<file path="src/rtl/keyboard_spi_tx.sv">
// SPI mode-0 master: key codes queued through a valid/ready port, one MSB-first frame per byte.
// Latency: a byte popped in IDLE drops cs_n on the next cycle; cs_n stays low 17*HALF cycles.
// Backpressure: in_ready = !full from the registered FIFO count, forced low while rst is high.
//
// Ports:
//   clk, rst          system clock, synchronous active-high reset
//   in_data/valid/rdy key code input handshake (byte taken on in_valid & in_ready)
//   sck, mosi, cs_n   SPI bus; sck idles low, cs_n rising edge commits the byte
//   busy              frame in progress or FIFO non-empty
//   tx_done           one-cycle pulse on the cycle cs_n returns high
module keyboard_spi_tx #(
    parameter int HALF  = 4,
    parameter int DEPTH = 4,
    parameter int GAP   = 2
) (
    input  logic       clk,
    input  logic       rst,
    input  logic [7:0] in_data,
    input  logic       in_valid,
    output logic       in_ready,
    output logic       sck,
    output logic       mosi,
    output logic       cs_n,
    output logic       busy,
    output logic       tx_done
);

    localparam int AW = (DEPTH > 1) ? $clog2(DEPTH) : 1;
    localparam logic [AW:0] DEPTH_C = (AW+1)'(DEPTH);

    localparam logic [2:0] S_IDLE  = 3'd0;
    localparam logic [2:0] S_SETUP = 3'd1;
    localparam logic [2:0] S_HIGH  = 3'd2;
    localparam logic [2:0] S_LOW   = 3'd3;
    localparam logic [2:0] S_GAP   = 3'd4;

    localparam logic [15:0] HALF_LAST = 16'(HALF - 1);
    localparam logic [15:0] GAP_LAST  = 16'(GAP * HALF - 1);

    // ------------------------------------------------------------------
    // FIFO
    // ------------------------------------------------------------------
    logic [7:0]    mem [DEPTH];
    logic [AW-1:0] wr_ptr;
    logic [AW-1:0] rd_ptr;
    logic [AW:0]   count;
    logic          push;
    logic          pop;
    logic [2:0]    state;

    assign in_ready = !rst && (count != DEPTH_C);
    assign push     = in_valid && in_ready;
    // The FSM only takes a byte from the registered count, so a byte pushed
    // this cycle is never bypassed straight onto the bus.
    assign pop      = (state == S_IDLE) && (count != '0);

    always_ff @(posedge clk) begin
        if (push) begin
            mem[wr_ptr] <= in_data;
        end
    end

    always_ff @(posedge clk) begin
        if (rst) begin
            wr_ptr <= '0;
            rd_ptr <= '0;
            count  <= '0;
        end else begin
            // Power-of-two depth: pointers wrap naturally.
            if (push) wr_ptr <= wr_ptr + 1'b1;
            if (pop)  rd_ptr <= rd_ptr + 1'b1;
            case ({push, pop})
                2'b10:   count <= count + 1'b1;
                2'b01:   count <= count - 1'b1;
                default: count <= count;
            endcase
        end
    end

    // ------------------------------------------------------------------
    // Frame sequencer
    // ------------------------------------------------------------------
    logic [15:0] cnt;       // half-period / gap cycle counter
    logic [7:0]  shreg;     // byte being sent
    logic [2:0]  bit_idx;   // bit currently on mosi
    logic        last_bit;  // set once bit 0 has been clocked: next LOW ends the frame
    logic        half_end;

    assign half_end = (cnt == HALF_LAST);
    assign busy     = (state != S_IDLE) || (count != '0);

    always_ff @(posedge clk) begin
        if (rst) begin
            state    <= S_IDLE;
            cnt      <= '0;
            shreg    <= '0;
            bit_idx  <= 3'd7;
            last_bit <= 1'b0;
            sck      <= 1'b0;
            mosi     <= 1'b0;
            cs_n     <= 1'b1;
            tx_done  <= 1'b0;
        end else begin
            tx_done <= 1'b0;
            case (state)
                S_IDLE: begin
                    if (pop) begin
                        shreg    <= mem[rd_ptr];
                        mosi     <= mem[rd_ptr][7];
                        cs_n     <= 1'b0;
                        sck      <= 1'b0;
                        bit_idx  <= 3'd7;
                        last_bit <= 1'b0;
                        cnt      <= '0;
                        state    <= S_SETUP;
                    end
                end
                S_SETUP: begin
                    if (half_end) begin
                        cnt   <= '0;
                        sck   <= 1'b1;
                        state <= S_HIGH;
                    end else begin
                        cnt <= cnt + 1'b1;
                    end
                end
                S_HIGH: begin
                    if (half_end) begin
                        cnt   <= '0;
                        sck   <= 1'b0;
                        state <= S_LOW;
                        // mosi changes on the falling edge so it has a full
                        // half-period of setup before the next rising edge.
                        if (bit_idx != 3'd0) begin
                            bit_idx <= bit_idx - 3'd1;
                            mosi    <= shreg[bit_idx - 3'd1];
                        end else begin
                            last_bit <= 1'b1;
                        end
                    end else begin
                        cnt <= cnt + 1'b1;
                    end
                end
                S_LOW: begin
                    if (half_end) begin
                        cnt <= '0;
                        if (!last_bit) begin
                            sck   <= 1'b1;
                            state <= S_HIGH;
                        end else begin
                            cs_n    <= 1'b1;
                            mosi    <= 1'b0;
                            tx_done <= 1'b1;
                            state   <= S_GAP;
                        end
                    end else begin
                        cnt <= cnt + 1'b1;
                    end
                end
                S_GAP: begin
                    if (cnt == GAP_LAST) begin
                        cnt   <= '0;
                        state <= S_IDLE;
                    end else begin
                        cnt <= cnt + 1'b1;
                    end
                end
                default: begin
                    state <= S_IDLE;
                    cnt   <= '0;
                end
            endcase
        end
    end

endmodule

</file>
<file path="config.mk">
export PLATFORM = sky130hd
export DESIGN_NAME = keyboard_spi_tx
export DESIGN_NICKNAME = d
export VERILOG_FILES = /design/src/rtl/keyboard_spi_tx.sv
export SDC_FILE = /design/constraint.sdc
export NUM_CORES = 1
export LEC_CHECK = 0
export BUFFER_PORTS_ARGS = -buffer_cell sky130_fd_sc_hd__buf_2
export CAP_MARGIN = 20
export CORE_MARGIN = 8
export CORE_UTILIZATION = 40
export DETAILED_ROUTE_END_ITERATION = 8
export GPL_TIMING_DRIVEN = 0
export PLACE_DENSITY = 0.58
export SLEW_MARGIN = 20
export SYNTH_ARGS = -nofsm -noshare
export SYNTH_HDL_FRONTEND = slang
export SYNTH_SLANG_ARGS = --single-unit
</file>
<file path="constraint.sdc">
create_clock -name clk -period 5.3 [get_ports clk]
set_input_delay 0.265 -clock clk [delete_from_list [all_inputs] [get_ports clk]]
set_output_delay 0.265 -clock clk [all_outputs]
set_load 0.01 [all_outputs]
</file>
==> summary.md, run 1 <==
| Metric | Value |
|---|---|
| Outcome | `completed` |
| Design Power | `between 1.5 and 2 mW` |
| Worst-path clk slew | `around 90 ps` |
| Post_cts resized | `0` |
| Internal | `~1.2 mW` |
| Post-synth EDFFs | `32` |
| Final setup margin | `2230 ps` |
| Vias in the first global route | `roughly 2.4k` |
| # fillers | `roughly 800` |
| Clock sink count | `76` |
| Dominant cell type by area after synthesis | `edfxtp_1` |
| Pre-CTS WS | `~2200 ps` |
| Ys Warns | `0` |
| Via Count | `around 2.4k` |
| # H-tree levels | `3` |
| Row cnt | `33` |
| Ys flop type | `dfxtp_1` |
| GRT Util Overall | `between 10% and 20%` |
| Syn avg cell area | `11.0 um2` |
| DP HPWL | `~4700 um` |
| VDD IR max | `~0.22 mV` |
| Kind of start point of the critical path | `flip-flop` |
| Placed inst area | `about 3600 um2` |
| Sw frac | `between 30 and 40%` |
| WP data arrival | `approximately 3400 ps` |
| PortBufs | `16` |
| Post-route insts no fill | `roughly 450` |
| Cells after DPL | `432` |
| Synthesized Nets | `331` |
| Crit. End Element | `flip-flop` |
| Die width | `109 um` |
| Slew headroom | `between 50% and 60%` |
| Hold_ws | `120 ps` |
| Fin util | `between 40% and 50%` |
| Top cells by count, synth | `dfxtp_1, nand2_1, edfxtp_1, nor2_1, a21oi_1` |
| Yosys top cell area share | `28.0%` |
| Slew Viols, Final | `0` |
| Max-capacitance violation count | `0` |
| RSZ-0062 raised after global routing | `false` |
| Die H | `around 110 um` |
| Type of the most critical hold path | `input pin to flip-flop` |
| Antenna violations before repair | `0` |
| CTS tree | `done` |
| First-pass GRT wire length | `around 11,000 um` |
| Minimum clock period | `about 3100 ps` |
| WL per Instance | `~15 um` |
| Slew @ Worst Pin | `roughly 660 ps` |
| Setup violators final | `0` |
| Core Box Area | `between 8000 and 9000 um2` |
| P_sw | `0.685 mW` |
| Top-count cell post-synth | `dfxtp_1` |
| Gp weighted congestion | `approximately 0.77` |
| Power density over the cells | `roughly 490 nW/um2` |
| 1st-pass router iterations | `4` |
| Final #Nets | `between 300 and 400` |
| Synth Instances | `roughly 310` |
| Worst EP required | `between 5000 and 6000 ps` |
| Final WL | `6770 um` |
| Setup Fix Bufs, Post-CTS | `0` |
| Yosys reg bits | `76` |
| CTS Buf Count | `9` |
| Syn-to-layout area delta | `12.9%` |
| CP Class | `flip-flop to flip-flop` |
| Synth unique cells | `53` |
| Number of DRC markers in iteration 0 | `96` |
| Final TNS setup | `0 ps` |
| Clock latency on the worst-skew pair | `between 300 and 400 ps` |
| CTS root buffer | `clkbuf_8` |
| Max Fclk | `326 MHz` |
| Largest net degree at the start of global routing | `16` |
| Ranking of synthesized cells by area | `edfxtp_1, dfxtp_1, mux4_2, nand2_1, nor2_1` |
| Post-synthesis cell area | `about 3400 um2` |
| Asr flop ratio synth | `0%` |
| Flop pwr share | `between 30% and 40%` |
| Design Area, Final | `about 3900 um2` |
| Combinational cell fraction of total power | `34.0%` |
| Vias per cell | `approximately 5.3` |
| Post-CTS Hold Buffers | `0` |
| DRT antenna net count | `0` |
| Final setup skew | `16.5 ps` |
| Final Hold Vio Count | `0` |
| Grt ovf | `0` |
| ANT cells | `0` |
| Ratio of final minimum period to clock period | `between 50% and 60%` |
| Share of cells above drive strength 1 | `about 16%` |
| Starting Density | `approximately two fifths` |
| DRC errors left | `0` |
| Io pins | `17` |
| Die ar. | `approximately 12,000 um2` |
| Worst Path Max Fanout | `10` |
| Register area share after synthesis | `53.7%` |
| Clk pwr share | `27.1%` |
| Clock buffer depth | `2` |
| Leakage | `about 1.4 nW` |
## sequential cells by signal (all words and copies together) (netlist names), 2 cells and up, named ones only
signal and cells:
mem 32, state 3, wr_ptr 2, rd_ptr 2
cnt 16, bit_idx 3, count 3, shreg 8
## power by group through the flow
stage | Clock, mW | Combinational [mW] | Sequential, mW
after floorplan | 0 | 0.483 | 0.740
after global placement | 0 | 0.631 | 0.746
after detailed placement | 0 | 0.642 | 0.748
after CTS | 0.524 | 0.645 | 0.735
after global routing | 0.545 | 0.724 | 0.747
final | 0.512 | 0.643 | 0.735
## placed cells by master (no fill, tap or decap), types with 6 or more instances in the layout
cell type | netlist | final
xnor2_1 | 7 | 7
mux4_2 | 10 | 10
xor2_1 | 6 | 6
clkbuf_1 | 11 | 11
and3_1 | 9 | 9
a31oi_1 | 8 | 8
clkbuf_8 | 0 | 9
a21oi_1 | 13 | 13
inv_1 | 12 | 12
dfxtp_1 | 44 | 44
nand2_1 | 37 | 37
nor3_1 | 9 | 9
edfxtp_1 | 32 | 32
nor2_1 | 32 | 32
ha_1 | 8 | 8
buf_2 | 0 | 16
nand3_1 | 9 | 9
## cell families after synthesis
family	Yosys count	share of synthesized area (%)
XOR/XNOR	13	3.32
AO/OA/AOI/OAI	46	9.82
adder cells (fa/ha/maj)	9	3.51
multiplexers	13	7.45
AND/OR/NAND/NOR	126	18.4
buffers and inverters	28	3.72
flip-flops	76	53.7
## worst paths after layout
check	from	endpoint	slack [ps]	depth (start not counted)
setup / recovery	state[1]	count[2]	2230	11
hold / removal	in_data[5]	mem[2][5]	120	1
setup reg to reg	state[1]	count[2]	2230	11
hold reg to reg	shreg[4]	shreg[4]	450	2
## cell type report
cell class,count,area [um2],share of cell area [%]
Clock inverter,7,105,2.72
Clock buffer,9,124,3.20
Tap cell,105,131,3.40
Timing Repair Buffer,16,80.1,2.07
Sequential cell,76,1840,47.6
Buffer,16,82.6,2.14
Multi-Input combinational cell,207,1460,37.7
Inverter,12,45.0,1.16
## worst max-delay path, cell delays in order (launching register included)
cell      delay [ps]
dfxtp_1          340
clkbuf_1         210
nor3_1           310
nand2_1          240
inv_1            180
clkbuf_1         390
ha_1             270
inv_1             60
fa_1             370
xor2_1           160
or3_1            310
a21oi_1          150
## metal layers
layer / track usage (%) / routed length (um)
met2: 20.5 / 3140
met3: 3.69 / 243
met4: 5.47 / 121
met5: 0 / 0
met1: 14.9 / 3260
Power figures use the tool's default switching activity.
==> run 2: changes to the inputs <==
Settings changed: PLACE_DENSITY 0.58 to 0.6.
Clock period 5.3 ns to 2.6 ns, I/O delays scaled along.
==> summary.md, run 2 (synthesis gave the netlist of run 1 again) <==
| Metric | Value |
|---|---|
| Outcome | `completed` |
| DP HPWL | `4740 um (+0.63%)` |
| Max reg flops | `32 (unchanged)` |
| Syn-to-layout area delta | `15.3%` |
| Final setup skew | `12.2 ps (-4.26 ps)` |
| Max Fclk | `413 MHz (+27%)` |
| CP Class | `flip-flop to flip-flop` |
| Clock sink count | `76 (unchanged)` |
| Worst-path clk slew | `90 ps (about the same)` |
| Worst EP required | `2820 ps (-2770 ps)` |
| Kind of start point of the critical path | `flip-flop` |
| Grt ovf | `0 (unchanged)` |
| Largest regs | `mem (32), cnt (16), shreg (8)` |
| Reg-to-reg critical path startpoint | `cnt[0]` |
| VDD IR max | `0.548 mV (+150%)` |
| Power density over the cells | `962 nW/um2 (+97%)` |
| Worst path cell trace | `ha_1, or4b_1, or4_1, buf_6, o2bb2ai_2, buf_6, buf_6, mux2i_1, nor2_1` |
| DRC errors left | `0 (unchanged)` |
| Delay-heaviest family, CP | `simple AND/OR/NAND/NOR gates` |
| CTS root buffer | `clkbuf_8` |
| GRT Util Overall | `12.4% (-0.12 points)` |
| Clk pwr share | `25.6% (-1.5 points)` |
| Commonest non-fill, non-tap cell in the layout | `dfxtp_1` |
| Antenna violations before repair | `0 (unchanged)` |
| Max-capacitance violation count | `0 (unchanged)` |
| Reg with most FFs | `mem` |
| Crit. End Element | `flip-flop` |
| Slew Viols, Final | `0 (unchanged)` |
| RSZ-0062 raised after global routing | `false` |
| CP max-delay cell | `or4b_1` |
| # H-tree levels | `3 (unchanged)` |
| Sw frac | `36.7% (+0.54 points)` |
| Final setup margin | `180 ps (-2050 ps)` |
| Vias per cell | `5.14 (-3.0%)` |
| ANT cells | `0 (unchanged)` |
| Worst Path Max Fanout | `10 (unchanged)` |
| Setup violators final | `0 (unchanged)` |
| Final WL | `6730 um (-0.50%)` |
| Number of DRC markers in iteration 0 | `111 (+16%)` |
| 1st-pass router iterations | `4 (unchanged)` |
| Die width | `109 um (unchanged)` |
| Crit path from | `cnt[0]` |
| DRT antenna net count | `0 (unchanged)` |
| Hold Crit Start | `in_valid` |
| Die ar. | `11,800 um2 (unchanged)` |
| Final #Nets | `366 (+2.2%)` |
| Row cnt | `33 (unchanged)` |
| CTS Buf Count | `9 (unchanged)` |
| Internal | `2.40 mW (+99%)` |
| Type of the most critical hold path | `input pin to flip-flop` |
| Gp weighted congestion | `0.764 (-0.14%)` |
| P_sw | `1.40 mW (+100%)` |
| Slew headroom | `53.8% (-2.0 points)` |
| First-pass GRT wire length | `11,300 um (+0.24%)` |
| Leakage | `1.41 nW (+2.7%)` |
| WP data arrival | `2640 ps (-720 ps)` |
| CP peak stage delay | `450 ps (+60 ps)` |
| Share of cells above drive strength 1 | `17.4% (+1.1 points)` |
| Core Box Area | `8260 um2 (unchanged)` |
| CP bufs+invs | `3 (-1)` |
| Ratio of final minimum period to clock period | `93.1% (+35 points)` |
| Final TNS setup | `0 ps (unchanged)` |
| Clock latency on the worst-skew pair | `350 ps (about the same)` |
| Die H | `109 um (unchanged)` |
| Minimum setup slack among reg-to-reg paths | `180 ps (-2050 ps)` |
| Pre-CTS WS | `-444 ps (-2650 ps)` |
| Flop pwr share | `39.3% (+0.4 points)` |
| Largest net degree at the start of global routing | `17 (+1)` |
| Critical Path Most Common Cell | `buf_6` |
| Slew @ Worst Pin | `693 ps (+30.1 ps)` |
| Minimum clock period | `2420 ps (-648 ps)` |
| Combinational cell fraction of total power | `35.1% (+1.1 points)` |
| Io pins | `17 (unchanged)` |
| Vias in the first global route | `2,337 (-1.0%)` |
| Clock buffer depth | `2 (unchanged)` |
| Design Power | `3.80 mW (+100%)` |
| Most frequent cells in the layout | `dfxtp_1, nand2_1, nor2_1, edfxtp_1, buf_2` |
| CTS tree | `done` |
| # fillers | `776 (-2.4%)` |
| WL per Instance | `14.8 um (-2.2%)` |
| Starting Density | `41.5% (unchanged)` |
| Final Hold Vio Count | `0 (unchanged)` |
| Via Count | `2,342 (-1.3%)` |
| PortBufs | `16 (unchanged)` |
-- run 2: cell count changes in the layout (fill, tap and decap cells not counted) --
cell           previous run  this run
nand2_2                   0         1
clkinv_4                  0         2
bufinv_16                 2         1
nor3_2                    0         1
inv_6                     3         1
nor3_1                    9         8
inv_4                     0         1
clkbuf_1                 11         9
clkinvlp_4                1         0
inv_1                    12        11
inv_8                     1         3
buf_4                     0         2
nand2_1                  37        36
dlygate4sd3_1             0         8
-- run 2: cell type report --
type	instances	area [um2]	share of cell area, %
Clock buffer	9	124	3.14
Inverter	12	47.5	1.20
Timing Repair Buffer	26	175	4.43
Buffer	14	75.1	1.90
Multi-Input combinational cell	207	1470	37.1
Tap cell	105	131	3.33
Sequential cell	76	1840	46.6
Clock inverter	7	90.1	2.28
-- run 2: what timing repair did --
item / CTS / global route
buffers inserted: 0 / 2
endpoints found under the hold margin: 32 / 0
hold buffers: 8 / 0
pin swaps: 0 / 1
resized for setup: 3 / 1
endpoints found under the setup margin: 2 / 1
-- run 2: per-stage QoR --
stage               instances  instance area [um2]  utilization (%)  hold WS [ps]
finish                    456                 3950             47.8           239
global route              456                 3950             47.8           259
CTS                       455                 3940             47.7           223
detailed placement        432                 3640             44.1           356
global placement          432                 3640             44.1           344
floorplan                 311                 3430                -           229
-- run 2: layer usage --
layer | track usage, % | up-vias | part of all wire [%]
met2 | 20.1 | 28 | 47
met3 | 3.21 | 9 | 3.2
li1 | - | 1198 | -
met1 | 15.4 | 1107 | 48
met4 | 5.28 | 0 | 1.6
met5 | 0 | - | 0
-- run 2: path summary, 6_finish.rpt --
check / endpoint / cells after the start
setup / recovery: cnt[0] / 9
hold / removal: wr_ptr[1] / 3
setup reg to reg: cnt[0] / 9
hold reg to reg: shreg[2] / 2
-- run 2: worst register-to-register path, cell delays in order (launching register included) --
cell       delay (ps)
dfxtp_1           370
ha_1              260
or4b_1            450
or4_1             430
buf_6             160
o2bb2ai_2         130
buf_6             170
buf_6             150
mux2i_1           120
nor2_1             50
-- run 2: power groups by stage --
stage	clock, mW	sequential (mW)	combinational [mW]
2_1_floorplan	0	1.51	0.985
3_3_place_gp	0	1.51	1.28
3_5_place_dp	0	1.52	1.29
4_1_cts	0.998	1.50	1.32
5_1_grt	1.06	1.52	1.49
6_report	0.971	1.49	1.33
